File: src/rtl/byte_accumulate_sequencer.sv
// Byte accumulator wrapped around an external 8-bit adder.
// Low byte and carry pass are done in two separate adder cycles.
module byte_accumulate_sequencer #(
    parameter int LEN_W = 4
) (
    input  logic             clk,
    input  logic             rst_n,
    input  logic             start,
    input  logic [LEN_W-1:0] len,
    input  logic             in_valid,
    output logic             in_ready,
    input  logic [7:0]       in_data,
    output logic [7:0]       add_a,
    output logic [7:0]       add_b,
    output logic             add_cin,
    input  logic [7:0]       add_sum,
    input  logic             add_cout,
    output logic             out_valid,
    input  logic             out_ready,
    output logic [15:0]      out_data,
    output logic             out_ovf,
    output logic             busy
);

    typedef enum logic [2:0] {
        IDLE,
        WAIT_IN,
        ADD_LO,
        ADD_HI,
        DONE
    } state_t;

    state_t           state;
    state_t           state_nx;
    logic [15:0]      acc;
    logic [7:0]       op;
    logic             carry;
    logic             ovf;
    logic [LEN_W-1:0] cnt;

    // State register
    always_ff @(posedge clk or negedge rst_n) begin
        if (!rst_n) begin
            state <= IDLE;
        end else begin
            state <= state_nx;
        end
    end

    // Next-state decode
    always_comb begin
        state_nx = state;
        unique case (state)
            IDLE: begin
                if (start) begin
                    state_nx = (len == '0) ? DONE : WAIT_IN;
                end
            end
            WAIT_IN: begin
                if (in_valid) begin
                    state_nx = ADD_LO;
                end
            end
            ADD_LO: begin
                state_nx = ADD_HI;
            end
            ADD_HI: begin
                state_nx = (cnt == LEN_W'(1)) ? DONE : WAIT_IN;
            end
            DONE: begin
                if (out_ready) begin
                    state_nx = IDLE;
                end
            end
            default: begin
                state_nx = IDLE;
            end
        endcase
    end

    // Datapath: operand capture, accumulator halves, count and overflow
    always_ff @(posedge clk or negedge rst_n) begin
        if (!rst_n) begin
            acc   <= '0;
            op    <= '0;
            carry <= 1'b0;
            ovf   <= 1'b0;
            cnt   <= '0;
        end else begin
            unique case (state)
                IDLE: begin
                    if (start) begin
                        acc <= '0;
                        ovf <= 1'b0;
                        cnt <= len;
                    end
                end
                WAIT_IN: begin
                    if (in_valid) begin
                        op <= in_data;
                    end
                end
                ADD_LO: begin
                    acc[7:0] <= add_sum;
                    carry    <= add_cout;
                end
                ADD_HI: begin
                    acc[15:8] <= add_sum;
                    ovf       <= ovf | add_cout;
                    cnt       <= cnt - LEN_W'(1);
                end
                default: begin
                end
            endcase
        end
    end

    // Outputs decoded from the registered state only
    always_comb begin
        in_ready  = 1'b0;
        out_valid = 1'b0;
        out_data  = '0;
        out_ovf   = 1'b0;
        add_a     = '0;
        add_b     = '0;
        add_cin   = 1'b0;
        busy      = (state != IDLE);
        unique case (state)
            WAIT_IN: begin
                in_ready = 1'b1;
            end
            ADD_LO: begin
                add_a = acc[7:0];
                add_b = op;
            end
            ADD_HI: begin
                add_a = acc[15:8];
                add_b = {7'b0, carry};
            end
            DONE: begin
                out_valid = 1'b1;
                out_data  = acc;
                out_ovf   = ovf;
            end
            default: begin
            end
        endcase
    end

endmodule

File: config.mk
export PLATFORM = sky130hd
export DESIGN_NAME = byte_accumulate_sequencer
export DESIGN_NICKNAME = d
export VERILOG_FILES = /design/src/rtl/byte_accumulate_sequencer.sv
export SDC_FILE = /design/constraint.sdc
export NUM_CORES = 1
export LEC_CHECK = 0
export ABC_AREA = 1
export BUFFER_PORTS_ARGS = -buffer_cell sky130_fd_sc_hd__buf_2
export CORE_MARGIN = 2
export CORE_UTILIZATION = 44
export DETAILED_ROUTE_END_ITERATION = 10
export PLACE_DENSITY = 0.84
export SLEW_MARGIN = 10
export SYNTH_ARGS = -nofsm -noshare
export SYNTH_HDL_FRONTEND = slang
export SYNTH_SLANG_ARGS = --single-unit
export TNS_END_PERCENT = 100
File: constraint.sdc
create_clock -name clk -period 1.2 [get_ports clk]
set_input_delay 0.24 -clock clk [delete_from_list [all_inputs] [get_ports clk]]
set_output_delay 0.24 -clock clk [all_outputs]
set_load 0.01 [all_outputs]
======== Word-level counts from Yosys, hierarchy flattened ========
Cells that the tools add are included.
cells by class
  reductions and logical operators ........ 9
  mux-type cells .......................... 19
  $add $sub $neg .......................... 1
  bitwise logic cells ..................... 1
  equal/unequal tests ..................... 8
operators with widths
  kind                   number
  $pmux W8 S2            4
  $mux W16               2
  $mux W3                5
  $pmux W3 S5            1
  $pmux W4 S2            1
  $eq A3 B2 Y1 const B   2
  $ne A2 B2 Y1 const B   3
  $reduce_and A2 Y1      3
  $eq A4 B1 Y1 const B   1
  $logic_not A4 Y1       1
  $mux W1                4
  $mux W4                1
  $reduce_bool A2 Y1     2
  $sub A4 B1 Y4 const B  1
  $eq A3 B1 Y1 const B   1
  $eq A3 B3 Y1 const B   1
  $logic_not A3 Y1       1
  $reduce_and A3 Y1      1
  $reduce_bool A3 Y1     1
  $pmux W1 S2            1
  $or A1 B1 Y1           1
word-level totals
  bits in registers ....................... 33
  input port bits ......................... 26
  output and inout port bits .............. 37
  word-level logic and storage cells ...... 45

======== Longest topological paths before layout ========
Gate-level depths: netlist of run 1.
  word-level depth ........................ 4
  mapped depth ............................ 8

======== Least setup slack after synthesis of run 1 ========
No wires, ideal clock.
  kind .................................... flip-flop to output port
  from .................................... register state[1]
  to ...................................... output port out_data[10]
  slack ................................... -0.254 ns
  stages on the path, launching flop included .. 7
  required time ........................... 0.960 ns
  arrival time ............................ 1.214 ns
  cells stage by stage .................... dfrtp_1 > inv_1 > nand2_1 > nor2_1 > inv_2 > buf_2 > nor2_1
between the ends
  cells in the longest elaborated chain, start to end .. 2
RTL lines
  element                 RTL line  source
  start, declared         33        state_t state;
  start signal, assigned  46        state <= state_nx;
  $eq A3 B3 Y1            128       unique case (state)
  $mux W16                128
  end, declared           20        output logic [15:0] out_data,
Every way passes these cells.

======== Worst setup path after layout of run 1 ========
  from .................................... register state[1]
  to ...................................... output port out_data[3]
Same word-level chain as after synthesis.

==> results.sh, run 1 <==
export IMPL_total_clock_buffers_created_by_cts=5
export IMPL_worst_case_reg_to_reg_path_depth=9
export IMPL_cp_num_buf_inv=4
export IMPL_critPathArrivalTime_ns=1.44
export IMPL_rrSetupSlack_ns=-0.24
export IMPL_timing_hold_worst_start="add_sum[6]"
export IMPL_clock_tree_root_cell="sky130_fd_sc_hd__clkbuf_8"
export IMPL_required_ns=0.96
export IMPL_vias_in_the_first_global_route=1807
export IMPL_drtIter0Drc=181
export IMPL_drt_first_pass_iters=4
export IMPL_leak_pwr_nw=1.48
export IMPL_final_standard_cell_area_without_fillers_um2=3030
export IMPL_count_of_mapped_cells_out_of_synthesis=229
export IMPL_crit_end="out_data[3]"
export IMPL_filler_free_cell_count_of_the_finished_design=373
export IMPL_crit_path_start="state[1]"
export IMPL_report_final_hold_viol_count=0
export IMPL_clk_latency_ns=0.29
export IMPL_hpwlAfterDp_um=3360
export IMPL_clock_sink_count=33
export IMPL_worstReg2RegEnd="cnt[0]"
export IMPL_critical_path_max_stage_delay_ns=0.47
export IMPL_power_per_cell_area_nw_per_um2=2330
export IMPL_chipHeight_um=66.4
export IMPL_critical_path_slowest_cell="sky130_fd_sc_hd__dfrtp_2"
export IMPL_fillCellCount=212
export IMPL_power_sequential_fraction=0.260
export IMPL_ys_seq_elements=33
export IMPL_route_detailed_wl_per_inst_um=15.3
export IMPL_grtUsageMet3=0.0528
export IMPL_net_switching_power_w=0.00308
export IMPL_synth_warnings=0
export IMPL_ctsLongestPathBuffers=2
export IMPL_hold_worst_slack_ns=0.182
export IMPL_synthToLayoutAreaGrowth_pct=76.6
export IMPL_cts_reportedPaths_clkPinSlew_ns=0.07
export IMPL_grt_usage=0.257
export IMPL_timing_worst_setup_path_type="reg2out"
export IMPL_grt_start_max_net_pins=20
export IMPL_starting_utilization_of_the_core_area=0.462
export IMPL_drive_above_1_share=0.523
export IMPL_min_delay_path_class="in2reg"
export IMPL_achievable_frequency_ghz=0.594
export IMPL_rsz0062_at_grt="true"
export IMPL_final_cycle_utilization_of_the_critical_path=1.40
export IMPL_area_of_the_multi_input_gates_um2=1060
export IMPL_finalClockSkew_ns=0.00674
export IMPL_critical_path_top_delay_family="flip-flops"
export IMPL_detailed_route_via_count=1936
export IMPL_postPlaceCellArea_um2=2470
export IMPL_dp_cells=353
export IMPL_yosysSeqAreaShare=0.481
export IMPL_kind_of_end_point_of_the_critical_path="output pin"
export IMPL_post_layout_total_power_w=0.00705
export IMPL_crit_start_category="flip-flop"
export IMPL_final_seq_area_um2=827
export IMPL_power_report_internal_total_w=0.00397
export IMPL_finalWirelength_um=5700
export IMPL_antenna_found_initial=0
export IMPL_die_width_um=66.4
export IMPL_post_synthesis_instance_area_um2=1720
export IMPL_design_portCount=63
export IMPL_gpl_final_weighted_congestion=0.798
export IMPL_final_core_area_utilization=0.815
export IMPL_n_antenna_cell=0
export IMPL_setup_violations_final=67
export IMPL_depth_of_the_cts_h_tree=2
export IMPL_peakVddDrop_mv=1.57
export IMPL_design_die_area_um2=4410
export IMPL_std_cell_rows=22
export IMPL_path_max_fanout=9
export IMPL_minimum_clock_period_after_layout_ns=1.68
export IMPL_syn_area_per_cell_um2=7.49
export IMPL_share_comb_of_total_power=0.627
export IMPL_layout_cells_most_common="sky130_fd_sc_hd__nand2_1"
export IMPL_detail_route_drc_violations=0
export IMPL_grt_busiest_layer="met2"
export IMPL_clock_tree_from_tritoncts="built"
export IMPL_globalRouteMet2Util=0.441
export IMPL_ys_types=24
export IMPL_power_share_switching=0.436
export IMPL_overflow=0
export IMPL_portBuffers=61
export IMPL_synthesis_nets=257
export IMPL_timing_critical_path_cells="inv_4 > nand2_4 > nor2_4 > buf_12 > inv_12 > nor2_2 > buf_2"
export IMPL_layout_common_cells="sky130_fd_sc_hd__nand2_1, sky130_fd_sc_hd__buf_2, sky130_fd_sc_hd__buf_6, sky130_fd_sc_hd__dfrtp_1, sky130_fd_sc_hd__inv_1"
export IMPL_vias_per_cell=5.19
export IMPL_status="finished, violations left"
export IMPL_cp_depth=7
export IMPL_post_route_worst_setup_slack_ns=-0.485
export IMPL_critical_path_reg2reg_startpoint="state[1]"
export IMPL_clock_power_share=0.113
export IMPL_slew_violations=0
export IMPL_violations="setup timing"
export IMPL_fin_nets=352
export IMPL_grt_use_met1=0.309
export IMPL_maxCapViolations=0
export IMPL_core_region_area_um2=3720
export IMPL_ant_nets=0
export IMPL_grt_pass1_wl_um=8350
Yosys cell counts:
library cell | count | area [um^2]
sky130_fd_sc_hd__nand2_1 | 49 | 184
sky130_fd_sc_hd__xnor2_1 | 1 | 8.76
sky130_fd_sc_hd__clkinv_1 | 1 | 3.75
sky130_fd_sc_hd__buf_2 | 3 | 15.0
sky130_fd_sc_hd__o21ai_1 | 9 | 45.0
sky130_fd_sc_hd__nand2_2 | 3 | 18.8
sky130_fd_sc_hd__nor3b_1 | 1 | 7.51
sky130_fd_sc_hd__a21oi_1 | 8 | 40.0
sky130_fd_sc_hd__ha_1 | 2 | 25.0
sky130_fd_sc_hd__conb_1 | 1 | 3.75
sky130_fd_sc_hd__buf_6 | 1 | 11.3
sky130_fd_sc_hd__nor2_1 | 41 | 154
sky130_fd_sc_hd__o21ai_0 | 11 | 55.1
sky130_fd_sc_hd__nand3_1 | 10 | 50.1
sky130_fd_sc_hd__nand3b_1 | 1 | 7.51
sky130_fd_sc_hd__inv_1 | 33 | 124
sky130_fd_sc_hd__nand2_4 | 1 | 11.3
sky130_fd_sc_hd__buf_4 | 4 | 30.0
sky130_fd_sc_hd__inv_2 | 3 | 11.3
sky130_fd_sc_hd__nand4_1 | 1 | 6.26
sky130_fd_sc_hd__dfrtp_1 | 33 | 826
sky130_fd_sc_hd__nor2_2 | 3 | 18.8
sky130_fd_sc_hd__o22ai_1 | 8 | 50.1
sky130_fd_sc_hd__a22o_1 | 1 | 8.76
logic make-up after synthesis:
group,synth area share
AO/OA/AOI/OAI,0.116
buffers and inverters,0.114
AND/OR/NAND/NOR,0.267
other,0.00219
flip-flops,0.481
adder cells (fa/ha/maj),0.0146
XOR/XNOR,0.00511
stage by stage:
stage	setup slack [ns]	setup TNS, ns
finish	-0.485	-21.44
global route	-0.543	-25.64
CTS	-0.409	-16.26
detailed placement	-0.175	-6.66
global placement	-0.122	-4.19
floorplan	-0.0892	-2.12
worst reg2reg max path, stage by stage (launching register included):
cell and delay, ns:
sky130_fd_sc_hd__dfrtp_2 0.46, sky130_fd_sc_hd__buf_6 0.13, sky130_fd_sc_hd__nand3_2 0.09, sky130_fd_sc_hd__buf_12 0.17, sky130_fd_sc_hd__buf_6 0.13, sky130_fd_sc_hd__buf_6 0.13, sky130_fd_sc_hd__nand2_1 0.05, sky130_fd_sc_hd__o21ai_0 0.07
sky130_fd_sc_hd__nand2_1 0.06, sky130_fd_sc_hd__o21ai_1 0.06
how the worst min path moves through the flow:
stage,depth (start not counted),slack (ns),to
after detailed placement,1,0.17,acc[14]
after global placement,1,0.17,acc[14]
after global routing,3,0.19,acc[8]
final,3,0.18,acc[6]
after CTS,3,0.19,acc[8]
after floorplan,0,-0.06,acc[0]
routing by layer:
layer,vias up,part of all wire
li1,898,-
met1,922,0.36
met2,95,0.53
met3,21,0.059
met4,0,0.044
met5,-,0
repair_timing:
action                                  in CTS  in global routing
resized for setup                           60                 28
hold buffers                                 1                  0
pin swaps                                    7                  6
endpoints found under the setup margin      66                 69
hold endpoints to repair                    14                  0
cloned                                       1                  0
setup buffers                                7                  6
state kept, by name (all words and copies together) (netlist names):
signal  count
acc        16
ovf         1
carry       1
state       3
cnt         4
op          8
cell type report:
| cell class | instances | share of cell area |
|---|---|---|
| repair inverters | 1 | 0.00372 |
| well taps | 48 | 0.0198 |
| inverters | 37 | 0.0508 |
| repair buffers | 95 | 0.276 |
| clock buffers | 6 | 0.0240 |
| multi-input cells | 151 | 0.350 |
| clock inverters | 2 | 0.00330 |
| flip-flops and latches | 33 | 0.273 |
power by group through the flow:
stage / clock, W / combinational (W) / sequential (W)
2_1_floorplan: 0 / 0.00216 / 0.00178
3_3_place_gp: 0 / 0.00308 / 0.00179
3_5_place_dp: 0 / 0.00320 / 0.00181
4_1_cts: 0.000794 / 0.00382 / 0.00180
5_1_grt: 0.000866 / 0.00475 / 0.00187
6_report: 0.000800 / 0.00442 / 0.00183
(Power assumes the default switching activity.)
==> run 2, diff against run 1 <==
==> constraint.sdc (replaced) <==
create_clock -name clk -period 1.2 [get_ports clk]
set_input_delay 0.24 -clock clk [delete_from_list [all_inputs] [get_ports clk]]
set_output_delay 0.24 -clock clk [all_outputs]
set_load 0.02 [all_outputs]
==> run 2 against run 1 <==
Net effect: design area up 13%; via count up 15%; the run still ends with setup timing left; sequential share of layout area down 3.0 points; first-iteration DRC count up 33%; largest power group unchanged; combinational power up 29%; maximum frequency down 8.4%; highest routed layer unchanged; hold slack worse by 0.014 ns; global-route usage up 4.7 points.
==> results.sh, run 2 (synthesis gave the netlist of run 1 again) <==
export IMPL_finalClockSkew_ns=0.00917
export IMPL_clock_tree_root_cell="sky130_fd_sc_hd__clkbuf_8"
export IMPL_layout_top_registers="acc: 16 flops, op: 8 flops, cnt: 4 flops"
export IMPL_ant_nets=0
export IMPL_drive_above_1_share=0.607
export IMPL_peakVddDrop_mv=1.71
export IMPL_vias_in_the_first_global_route=1991
export IMPL_report_final_hold_viol_count=0
export IMPL_die_width_um=66.4
export IMPL_design_portCount=63
export IMPL_ctsLongestPathBuffers=2
export IMPL_required_ns=0.96
export IMPL_finalWirelength_um=8420
export IMPL_route_detailed_wl_per_inst_um=22.2
export IMPL_overflow=0
export IMPL_post_route_worst_setup_slack_ns=-0.640
export IMPL_depth_of_the_cts_h_tree=2
export IMPL_rsz0062_at_grt="true"
export IMPL_final_cycle_utilization_of_the_critical_path=1.53
export IMPL_worstReg2RegEnd="state[0]"
export IMPL_starting_utilization_of_the_core_area=0.462
export IMPL_n_antenna_cell=0
export IMPL_design_die_area_um2=4410
export IMPL_cts_reportedPaths_clkPinSlew_ns=0.08
export IMPL_worst_case_reg_to_reg_path_depth=11
export IMPL_clock_sink_count=33
export IMPL_violations="setup timing"
export IMPL_status="finished, violations left"
export IMPL_detail_route_drc_violations=0
export IMPL_fin_nets=358
export IMPL_achievable_frequency_ghz=0.544
export IMPL_hpwlAfterDp_um=3380
export IMPL_filler_free_cell_count_of_the_finished_design=379
export IMPL_min_delay_path_class="in2reg"
export IMPL_gpl_final_weighted_congestion=0.819
export IMPL_clk_latency_ns=0.30
export IMPL_slew_violations=0
export IMPL_drtIter0Drc=241
export IMPL_detailed_route_via_count=2229
export IMPL_synthToLayoutAreaGrowth_pct=98.8
export IMPL_critical_path_reg2reg_startpoint="state[0]"
export IMPL_minimum_clock_period_after_layout_ns=1.84
export IMPL_maxCapViolations=0
export IMPL_crit_end="out_data[13]"
export IMPL_power_per_cell_area_nw_per_um2=2490
export IMPL_antenna_found_initial=0
export IMPL_grt_start_max_net_pins=34
export IMPL_portBuffers=61
export IMPL_layout_common_cells="sky130_fd_sc_hd__buf_6, sky130_fd_sc_hd__nand2_1, sky130_fd_sc_hd__nor2_4, sky130_fd_sc_hd__dfrtp_1, sky130_fd_sc_hd__inv_1"
export IMPL_total_clock_buffers_created_by_cts=5
export IMPL_final_standard_cell_area_without_fillers_um2=3410
export IMPL_drt_first_pass_iters=6
export IMPL_layout_cells_most_common="sky130_fd_sc_hd__buf_6"
export IMPL_path_max_fanout=9
export IMPL_flip_flop_count_of_the_largest_register_all_copies_and_words_added=16
export IMPL_setup_violations_final=69
export IMPL_chipHeight_um=66.4
export IMPL_crit_path_start="state[0]"
export IMPL_grt_pass1_wl_um=9760
export IMPL_rrSetupSlack_ns=-0.41
export IMPL_kind_of_end_point_of_the_critical_path="output pin"
export IMPL_vias_per_cell=5.88
export IMPL_critPathArrivalTime_ns=1.60
export IMPL_std_cell_rows=22
export IMPL_clock_tree_from_tritoncts="built"
export IMPL_dp_cells=349
export IMPL_grt_usage=0.304
export IMPL_core_region_area_um2=3720
export IMPL_registers_top_by_ff_count="acc"
export IMPL_leak_pwr_nw=1.57
export IMPL_crit_start_category="flip-flop"
export IMPL_timing_worst_setup_path_type="reg2out"
export IMPL_postPlaceCellArea_um2=2470
run 2: changes by cell type in the layout (fill, tap and decap cells not counted), sizes merged:
cell   previous run  this run
buf              94        99
nand2            53        54
run 2: metrics by stage:
stage | setup slack (ns) | utilization | hold WS [ns] | total power (W) | setup TNS, ns
final | -0.640 | 0.918 | 0.167 | 0.00848 | -29.51
after global routing | -0.655 | 0.918 | 0.172 | 0.00878 | -30.43
after CTS | -0.442 | 0.816 | 0.164 | 0.00698 | -17.90
after detailed placement | -0.243 | 0.664 | 0.216 | 0.00521 | -9.87
after global placement | -0.194 | 0.664 | 0.205 | 0.00506 | -6.77
after floorplan | -0.194 | - | -0.0556 | 0.00426 | -5.67
run 2: worst min path at each step:
stage | startpoint | to | slack [ns] | cells after the start
6_report | add_sum[6] | acc[14] | 0.17 | 3
5_1_grt | add_cout | carry | 0.17 | 3
4_1_cts | add_cout | carry | 0.16 | 3
3_5_place_dp | rst_n | op[5] | 0.22 | 2
3_3_place_gp | rst_n | op[5] | 0.21 | 2
2_1_floorplan | rst_n | acc[0] | -0.06 | 0
run 2: layer usage:
| layer | vias to the layer above | wire length [um] | global-route usage |
|---|---|---|---|
| li1 | 919 | - | - |
| met1 | 1093 | 3180 | 0.356 |
| met2 | 167 | 4150 | 0.534 |
| met3 | 50 | 691 | 0.0664 |
| met4 | 0 | 408 | 0.125 |
| met5 | - | 0 | 0 |
run 2: area by class of cell:
| cell class | count | area [um^2] |
|---|---|---|
| clock buffer | 6 | 72.6 |
| clock inverter | 2 | 10.0 |
| timing repair buffer | 100 | 991 |
| fill | 122 | 307 |
| inverter | 37 | 154 |
| sequential | 33 | 827 |
| tap | 48 | 60.1 |
| multi-input combinational | 152 | 1280 |
| timing repair inverter | 1 | 16.3 |
run 2: repair_timing:
item	CTS	global route
gates resized for setup	106	90
gates cloned	2	1
hold buffers	1	0
pin swaps	13	12
setup buffers	13	7
hold endpoints to repair	33	0
endpoints found under the setup margin	61	68
run 2: worst max-delay path, cell delays in order (launching register included):
cell and delay (ns):
sky130_fd_sc_hd__dfrtp_1 0.43, sky130_fd_sc_hd__inv_2 0.15, sky130_fd_sc_hd__nand2_4 0.08, sky130_fd_sc_hd__nor2_4 0.17
sky130_fd_sc_hd__buf_6 0.14, sky130_fd_sc_hd__inv_8 0.07, sky130_fd_sc_hd__nor2_4 0.11, sky130_fd_sc_hd__buf_6 0.13
run 2: power by group:
group          internal [W]  total [W]  switching (W)  leakage (nW)
Clock              0.000403   0.000863       0.000460        0.0450
Sequential          0.00160    0.00191       0.000310         0.408
Combinational       0.00236    0.00571        0.00335          1.11
Total               0.00436    0.00848        0.00412          1.57
==> run 3, diff against run 2 <==
--- a/config.mk
+++ b/config.mk
@@ -7,10 +7,13 @@
 export LEC_CHECK = 0
 export ABC_AREA = 1
 export BUFFER_PORTS_ARGS = -buffer_cell sky130_fd_sc_hd__buf_2
+export CELL_PAD_IN_SITES_DETAIL_PLACEMENT = 1
+export CELL_PAD_IN_SITES_GLOBAL_PLACEMENT = 2
 export CORE_MARGIN = 2
-export CORE_UTILIZATION = 44
+export CORE_UTILIZATION = 24
+export CTS_CLUSTER_DIAMETER = 40
 export DETAILED_ROUTE_END_ITERATION = 10
-export PLACE_DENSITY = 0.84
+export PLACE_DENSITY = 0.85
 export SLEW_MARGIN = 10
 export SYNTH_ARGS = -nofsm -noshare
 export SYNTH_HDL_FRONTEND = slang
==> run 3 against run 2 <==
Net effect: the run still ends with setup timing left; critical path type unchanged; sequential cell count stayed put; register-to-register slack gained 0.04 ns; clock skew decreased by 0.0028 ns.
==> results.sh, run 3 (synthesis gave the netlist of run 1 again) <==
export IMPL_layout_common_cells="sky130_fd_sc_hd__nand2_1, sky130_fd_sc_hd__buf_6, sky130_fd_sc_hd__dfrtp_1, sky130_fd_sc_hd__inv_1"
export IMPL_slew_violations=0
export IMPL_status="finished, violations left"
export IMPL_critical_path_max_stage_delay_ns=0.45
export IMPL_antenna_found_initial=0
export IMPL_kind_of_end_point_of_the_critical_path="output pin"
export IMPL_grt_use_met1=0.203
export IMPL_chipHeight_um=88.5
export IMPL_crit_start_category="flip-flop"
export IMPL_minimum_clock_period_after_layout_ns=1.71
export IMPL_synthToLayoutAreaGrowth_pct=88.4
export IMPL_power_report_internal_total_w=0.00402
export IMPL_min_delay_path_class="in2reg"
export IMPL_drt_first_pass_iters=4
export IMPL_final_cycle_utilization_of_the_critical_path=1.43
export IMPL_rsz0062_at_grt="true"
export IMPL_achievable_frequency_ghz=0.584
export IMPL_core_region_area_um2=6870
export IMPL_post_route_worst_setup_slack_ns=-0.512
export IMPL_power_per_cell_area_nw_per_um2=2290
export IMPL_leak_pwr_nw=1.50
export IMPL_registers_top_by_ff_count="acc"
export IMPL_flip_flop_count_of_the_largest_register_all_copies_and_words_added=16
export IMPL_n_antenna_cell=0
export IMPL_drive_above_1_share=0.542
export IMPL_maxCapViolations=0
export IMPL_overflow=0
export IMPL_vias_in_the_first_global_route=1958
export IMPL_report_final_hold_viol_count=0
export IMPL_ctsLongestPathBuffers=2
export IMPL_critPathArrivalTime_ns=1.47
export IMPL_cts_reportedPaths_clkPinSlew_ns=0.08
export IMPL_gpl_final_weighted_congestion=0.738
export IMPL_peakVddDrop_mv=0.792
export IMPL_power_sequential_fraction=0.248
export IMPL_finalWirelength_um=6140
export IMPL_dpl_worst_slack_ns=-0.243
export IMPL_timing_critical_path_cells="inv_2 > nand2_4 > nor2_4 > buf_12 > inv_12 > nor2_4 > buf_6"
export IMPL_grt_busiest_layer="met2"
export IMPL_depth_of_the_cts_h_tree=2
export IMPL_share_comb_of_total_power=0.638
export IMPL_design_portCount=63
export IMPL_route_detailed_wl_per_inst_um=14.6
export IMPL_critical_path_most_common_cell="sky130_fd_sc_hd__nor2_4"
export IMPL_grt_usage=0.169
export IMPL_path_max_fanout=9
export IMPL_globalRouteMet2Util=0.302
export IMPL_grt_pass1_wl_um=9820
export IMPL_timing_worst_setup_path_type="reg2out"
export IMPL_starting_utilization_of_the_core_area=0.250
export IMPL_design_die_area_um2=7840
export IMPL_critical_path_slowest_cell="sky130_fd_sc_hd__dfrtp_2"
export IMPL_detailed_route_via_count=1821
export IMPL_final_seq_area_um2=827
export IMPL_clk_latency_ns=0.29
export IMPL_fillCellCount=797
export IMPL_area_of_the_multi_input_gates_um2=1150
export IMPL_finalClockSkew_ns=0.00638
export IMPL_clock_tree_from_tritoncts="built"
export IMPL_portBuffers=61
export IMPL_total_clock_buffers_created_by_cts=5
export IMPL_ant_nets=0
export IMPL_net_switching_power_w=0.00337
export IMPL_hpwlAfterDp_um=4000
export IMPL_die_width_um=88.5
export IMPL_fin_nets=352
export IMPL_vias_per_cell=4.33
export IMPL_final_core_area_utilization=0.470
export IMPL_grt_start_max_net_pins=34
export IMPL_setup_violations_final=68
export IMPL_std_cell_rows=30
export IMPL_detail_route_drc_violations=0
export IMPL_required_ns=0.96
export IMPL_layout_top_registers="acc: 16 flops, op: 8 flops, cnt: 4 flops"
export IMPL_rrSetupSlack_ns=-0.37
export IMPL_clock_sink_count=33
export IMPL_clock_power_share=0.114
export IMPL_grtUsageMet3=0.0224
export IMPL_layout_cells_most_common="sky130_fd_sc_hd__nand2_1"
export IMPL_clock_tree_root_cell="sky130_fd_sc_hd__clkbuf_8"
export IMPL_power_share_switching=0.456
export IMPL_drtIter0Drc=24
export IMPL_violations="setup timing"
-- run 3: cell count changes in the layout (fill, tap and decap cells not counted), sizes merged --
| cell | before | now |
|---|---|---|
| buf | 99 | 94 |
| clkbuf | 6 | 5 |
| clkinvlp | 0 | 1 |
| nand2 | 54 | 53 |
-- run 3: cell type report --
class	count	area share
multi-input cells	151	0.355
repair buffers	95	0.274
flip-flops and latches	33	0.256
inverters	37	0.0476
well taps	96	0.0372
clock buffers	5	0.0213
clock inverters	3	0.00542
repair inverters	1	0.00348
-- run 3: what timing repair did --
item	CTS	global route
hold buffers	1	0
buffers inserted	8	5
gates cloned	2	0
gates resized for setup	120	24
setup endpoints to repair	68	69
pin swaps	7	7
endpoints found under the hold margin	33	0
-- run 3: path summary, 6_finish.rpt --
kind                                     end  cells after the start       start
worst max-delay path            out_data[12]                      7    state[1]
worst min-delay path                  acc[6]                      3  add_sum[6]
worst max register to register        cnt[0]                     11    state[1]
worst min register to register         carry                      2       carry
max in group asynchronous           state[1]                      3       rst_n
min in group asynchronous             acc[6]                      3       rst_n
-- run 3: stage by stage --
step	hold WS (ns)	total power (W)	cells	setup TNS, ns	instance area, um^2
global route	0.180	0.00795	421	-30.22	3230
detailed placement	0.216	0.00529	398	-10.83	2540
CTS	0.178	0.00709	417	-21.04	3110
finish	0.174	0.00739	421	-25.44	3230
floorplan	-0.0556	0.00426	229	-5.67	2020
global placement	0.214	0.00518	398	-8.30	2540
-- run 3: layer usage --
metal	wire, um	share of wire	up-vias
met5	0	0	-
met4	126	0.021	0
met3	180	0.029	8
met2	3260	0.53	44
met1	2570	0.42	871
li1	-	-	898
-- run 3: power groups by stage --
stage	sequential, W	clock, W	combinational [W]
detailed placement	0.00184	0	0.00345
global route	0.00189	0.000916	0.00515
global placement	0.00181	0	0.00337
CTS	0.00182	0.000859	0.00441
finish	0.00183	0.000842	0.00472
floorplan	0.00178	0	0.00248
-- run 3: worst max-delay path: cells and delay by family, from the launching register on --
family,cells,cell delay (ns)
buffers and inverters,4,0.44
flip-flops,1,0.45
AND/OR/NAND/NOR,3,0.29
